### src/rtl/ram_port_arbiter.sv
`default_nettype none
// ============================================================================
//  Module   : ram_port_arbiter
//  Purpose  : Shares one RAM port between two cache-level requesters.
//             Round-robin grant, held until the RAM reports ACCESS, the
//             requester drops its request, or a timeout expires.
//  Revision : 1.0  initial release
// ----------------------------------------------------------------------------
//  Ports
//    CLK, nRST                 clock (rising edge), async active-low reset
//    reqN_ren/wen/addr/store   requester N access request (N = 0, 1)
//    reqN_wait                 requester N must hold its request
//    reqN_load                 read data returned to requester N
//    reqN_err                  one-cycle pulse: transaction timed out
//    ramaddr/ramstore          RAM address / write data
//    ramREN/ramWEN             RAM read / write enable
//    ramload/ramstate          RAM read data / status (FREE,BUSY,ACCESS,ERROR)
// ============================================================================
module ram_port_arbiter #(
  parameter int ADDR_W  = 32,
  parameter int DATA_W  = 32,
  parameter int TIMEOUT = 255
) (
  input  logic              CLK,
  input  logic              nRST,
  input  logic              req0_ren,
  input  logic              req0_wen,
  input  logic [ADDR_W-1:0] req0_addr,
  input  logic [DATA_W-1:0] req0_store,
  output logic              req0_wait,
  output logic [DATA_W-1:0] req0_load,
  output logic              req0_err,
  input  logic              req1_ren,
  input  logic              req1_wen,
  input  logic [ADDR_W-1:0] req1_addr,
  input  logic [DATA_W-1:0] req1_store,
  output logic              req1_wait,
  output logic [DATA_W-1:0] req1_load,
  output logic              req1_err,
  output logic [ADDR_W-1:0] ramaddr,
  output logic [DATA_W-1:0] ramstore,
  output logic              ramREN,
  output logic              ramWEN,
  input  logic [DATA_W-1:0] ramload,
  input  logic [1:0]        ramstate
);

  localparam int TCNT_W = (TIMEOUT < 1) ? 1 : $clog2(TIMEOUT + 1);
  localparam logic [TCNT_W-1:0] TCNT_MAX = TCNT_W'(TIMEOUT);

  localparam logic [1:0] IDLE = 2'd0;
  localparam logic [1:0] GNT0 = 2'd1;
  localparam logic [1:0] GNT1 = 2'd2;

  localparam logic [1:0] RAM_ACCESS = 2'd2;

  logic [1:0]        fsm, fsm_next;
  logic              prio, prio_next;
  logic [TCNT_W-1:0] tcnt, tcnt_next;

  logic              req0, req1;
  logic              gnt1;
  logic              access;
  logic              sel_req, sel_ren, sel_wen;
  logic [ADDR_W-1:0] sel_addr;
  logic [DATA_W-1:0] sel_store;
  logic              timeout_hit;

  assign req0   = req0_ren | req0_wen;
  assign req1   = req1_ren | req1_wen;
  assign access = (ramstate == RAM_ACCESS);

  // Mux of the currently selected requester; only meaningful in GNT0/GNT1.
  assign gnt1      = (fsm == GNT1);
  assign sel_req   = gnt1 ? req1       : req0;
  assign sel_ren   = gnt1 ? req1_ren   : req0_ren;
  assign sel_wen   = gnt1 ? req1_wen   : req0_wen;
  assign sel_addr  = gnt1 ? req1_addr  : req0_addr;
  assign sel_store = gnt1 ? req1_store : req0_store;

  // A dropped request is an abort, not a timeout, even at the limit.
  assign timeout_hit = sel_req && !access && (tcnt == TCNT_MAX);

  always_comb begin
    ramaddr   = '0;
    ramstore  = '0;
    ramREN    = 1'b0;
    ramWEN    = 1'b0;
    req0_wait = req0;
    req1_wait = req1;
    req0_load = '0;
    req1_load = '0;
    req0_err  = 1'b0;
    req1_err  = 1'b0;
    fsm_next  = fsm;
    prio_next = prio;
    tcnt_next = tcnt;

    case (fsm)
      IDLE: begin
        tcnt_next = '0;
        if (req0 && req1) begin
          fsm_next = prio ? GNT1 : GNT0;
        end else if (req0) begin
          fsm_next = GNT0;
        end else if (req1) begin
          fsm_next = GNT1;
        end
      end

      GNT0, GNT1: begin
        ramaddr  = sel_addr;
        ramstore = sel_store;
        ramWEN   = sel_wen;
        // Write takes precedence when both enables are raised.
        ramREN   = sel_ren & ~sel_wen;

        if (gnt1) begin
          req1_load = ramload;
          req1_wait = ~access;
          req1_err  = timeout_hit;
        end else begin
          req0_load = ramload;
          req0_wait = ~access;
          req0_err  = timeout_hit;
        end

        if (access) begin
          fsm_next  = IDLE;
          prio_next = ~gnt1;
          tcnt_next = '0;
        end else if (!sel_req) begin
          fsm_next  = IDLE;
          tcnt_next = '0;
        end else if (timeout_hit) begin
          fsm_next  = IDLE;
          prio_next = ~gnt1;
          tcnt_next = '0;
        end else begin
          // BUSY, FREE and ERROR all count as waiting; ERROR is a retry.
          tcnt_next = tcnt + TCNT_W'(1);
        end
      end

      default: begin
        fsm_next  = IDLE;
        tcnt_next = '0;
      end
    endcase
  end

  always_ff @(posedge CLK or negedge nRST) begin
    if (!nRST) begin
      fsm  <= IDLE;
      prio <= 1'b0;
      tcnt <= '0;
    end else begin
      fsm  <= fsm_next;
      prio <= prio_next;
      tcnt <= tcnt_next;
    end
  end

endmodule
`default_nettype wire

### config.mk
export PLATFORM = sky130hd
export DESIGN_NAME = ram_port_arbiter
export DESIGN_NICKNAME = d
export VERILOG_FILES = /design/src/rtl/ram_port_arbiter.sv
export SDC_FILE = /design/constraint.sdc
export NUM_CORES = 1
export LEC_CHECK = 0
export CAP_MARGIN = 20
export CORE_AREA = 2 2 119 121
export CTS_CLUSTER_DIAMETER = 30
export CTS_CLUSTER_SIZE = 8
export DETAILED_ROUTE_END_ITERATION = 10
export DIE_AREA = 0 0 121 123
export PLACE_DENSITY_LB_ADDON = 0.08
export SLEW_MARGIN = 0
export SYNTH_ARGS = -nofsm -noshare
export SYNTH_HDL_FRONTEND = slang
export SYNTH_SLANG_ARGS = --single-unit
### constraint.sdc
create_clock -name CLK -period 1.8 [get_ports CLK]
set_clock_uncertainty 0.15 [all_clocks]
set_input_delay 0.36 -clock CLK [delete_from_list [all_inputs] [get_ports CLK]]
set_output_delay 0.36 -clock CLK [all_outputs]
set_load 0.05 [all_outputs]
==> out/qor.yml <==
critPathMaxStageDelay_ns: 0.41
grt_pass1_vias: 3457
post_drt_via_cell_ratio: 4.25
io_buffers: 301
cap_violations: 0
worstSetupStartpointType: "flop"
drt_pass1_iterations: 4
num_io_pins: 302
dp.cells: 782
hold_viol: 0
numCtsBuffers: 3
grt_usage_pct: 16.2
grt_setup_unrepaired: "true"
vias: 3440
crit_path_max_fanout: 6
layout-drive-gt1-share_pct: 66.5
cts_root_buffer: "clkbuf_16"
r2r-start: "fsm[1]"
drtIter0Drc: 67
antenna_cells: 0
critPathBufInv: 5
yosysUniqueCellTypes: 29
period_minus_slack_ns: 2.31
final_nets: 801
area_delta_synth_final_pct: 336
insertion_delay_ns: 0.24
yosysWarnings: 0
die_x_um: 121
worst_slew_pin_slew_ns: 0.505
netlist_instances: 289
yosys.area_share.xor_xnor_pct: 2.56
initial_core_util_pct: 15.1
clock-sinks: 11
slew_viol_final: 0
crit_start: "fsm[1]"
fin_ws_ns: -0.514
violations: "negative setup slack"
path_cells: "buf_6 > ha_4 > buf_6 > nor2_4 > buf_6 > buf_16 > and2_4 > buf_12"
finalSetupViolations: 145
final_cells: 809
ir_drop_v: 0.00129
clk_path_buf_depth: 2
ant_nets: 0
drcViolationCount: 0
ys_ff_latch: 11
arrival_ns: 1.80
antenna_found_initial: 0
design_area_um2: 8940
crit_path_top_delay_cell: "dfrtp_1"
critPathRequiredTime_ns: 1.29
dieArea_um2: 14900
wl_per_cell_um: 17.7
synth.avg_cell_area_um2: 7.10
yosys.area_share.simple_pct: 39.4
finalCritPeriodShare_pct: 129
cp_common_cell: "buf_6"
critPathKind: "flop to output port"
seq_area_frac_synth_pct: 13.4
routed_wl_mm: 14.3
run_status: "finished, violations left"
power_density_nw_per_um2: 2160
layout.area.seq_um2: 275
overflow: 0
ctsHtreeMaxLevel: 1
muxShareOfSynthArea_pct: 32.7
holdBufCountCts: 0
syn_nets: 460
die_h_um: 123
synth_top_family_by_area: "simple AND/OR/NAND/NOR gates"
fmaxAchievable_mhz: 432
end_kind: "output port"
hold_path_class: "primary input to async pin"
post_synth_fa_ha_maj_area_fraction_pct: 1.83
core-area_um2: 13600
cts_tree: "done"
clkSlewWorstSetupHoldPaths_ns: 0.04
dpl_cell_area_um2: 7560
detailed_place_hpwl_mm: 11.1
rows: 43
synth_compound_gate_area_share_pct: 3.60
hold_slack_ns: 0.310
p_total_mw: 19.3
slew-limit-headroom_pct: 66.2
p_leak_nw: 3.33
grt_max_degree: 28
fill_cells: 1010
gp_congestion: 0.719
syn_area_um2: 2050
crit_family: "buffers and inverters"
grt_pass1_wl_mm: 19.0
multi_input_area_um2: 3270
post-place-ws_ns: -0.320
==> metrics by stage <==
step	TNS (ns)	utilization, %
floorplan	-12.71	-
global placement	-30.39	55.5
detailed placement	-32.55	55.5
CTS	-63.87	58.5
global route	-71.56	65.7
finish	-64.70	65.7
==> worst paths after layout <==
| path | depth (start not counted) | slack (ns) | to |
|---|---|---|---|
| worst max register to register | 8 | -0.44 | fsm[0] |
| min in group CLK | 1 | 0.37 | fsm[0] |
| worst max-delay path | 8 | -0.51 | req0_load[19] |
| worst min register to register | 1 | 0.37 | fsm[0] |
| worst min-delay path | 1 | 0.31 | tcnt[4] |
| max in group asynchronous | 1 | 0.85 | fsm[0] |
==> layout by cell type (no fill, tap or decap), drive strengths merged, types with 3 or more instances in the layout <==
cell           count
mux2i             67
nor2              80
and3               4
clkdlybuf4s50    167
nand2              3
buf              185
and2              64
dfrtp             11
xor2               3
inv                7
ha                 3
nand3              4
clkbuf            10
xnor2              3
==> layer usage <==
layer | track usage (%) | vias up | routed length (um)
met3 | 3.69 | 9 | 1150
li1 | - | 1664 | -
met1 | 18.1 | 1605 | 4680
met5 | 0 | - | 0
met4 | 2.33 | 0 | 156
met2 | 31.7 | 162 | 8330
==> repair_timing <==
action,4_1_cts,5_1_grt
endpoints found under the setup margin,145,145
pin swaps,4,47
gates resized for setup,59,119
setup buffers,5,9
cloned,2,9
==> worst reg2reg max path: cells and delay by family, from the launching register on <==
kind | cells | cell delay [ns]
flops | 1 | 0.41
fa+ha+maj | 1 | 0.17
buf+inv | 4 | 0.51
compound gates | 2 | 0.70
simple gates | 1 | 0.19
==> area by class of cell <==
type	instances	area share [%]
clock buffer	3	0.839
inverter	7	0.350
multi-input combinational	248	36.6
tap	180	2.52
sequential	11	3.08
timing repair buffer	359	56.6
clock inverter	1	0.0560
==> flip-flops by register name, indices dropped and copies added, names as in the netlist <==
| signal | flops |
|---|---|
| prio | 1 |
| tcnt | 8 |
| fsm | 2 |
==> power breakdown <==
| group | switching (mW) | internal [mW] | total (mW) | leakage [nW] |
|---|---|---|---|---|
| clock network | 0.111 | 0.294 | 0.405 | 0.0409 |
| registers | 0.0334 | 0.293 | 0.326 | 0.147 |
| logic | 9.44 | 9.14 | 18.6 | 3.15 |
==> synth_stat cells <==
cell type  count  area (um^2)
nor2_1        79          297
mux2i_1       67          671
and2_1        64          400
dfrtp_1       11          275
clkbuf_1      10         37.5
buf_2          7         35.0
inv_1          7         26.3
and3_1         4         25.0
buf_1          4         15.0
nand3_1        4         20.0
ha_1           3         37.5
nand2_1        3         11.3
xnor2_1        3         26.3
xor2_1         3         26.3
a21oi_1        2         10.0
a32o_1         2         20.0
nor3_1         2         10.0
nor4_1         2         12.5
o21ai_0        2         10.0
a2111o_1       1         11.3
a22oi_1        1         7.51
a32oi_1        1         8.76
buf_4          1         7.51
buf_6          1         11.3
nand2b_1       1         6.26
nand2b_4       1         13.8
nor2_2         1         6.26
nor2b_1        1         6.26
o22ai_1        1         6.26
==> cell families after synthesis <==
family | Yosys count
compound gates | 10
xor+xnor | 6
fa+ha+maj | 3
buf+inv | 30
flops | 11
mux | 67
simple gates | 162
No activity file was read; power rests on OpenSTA's default activity.
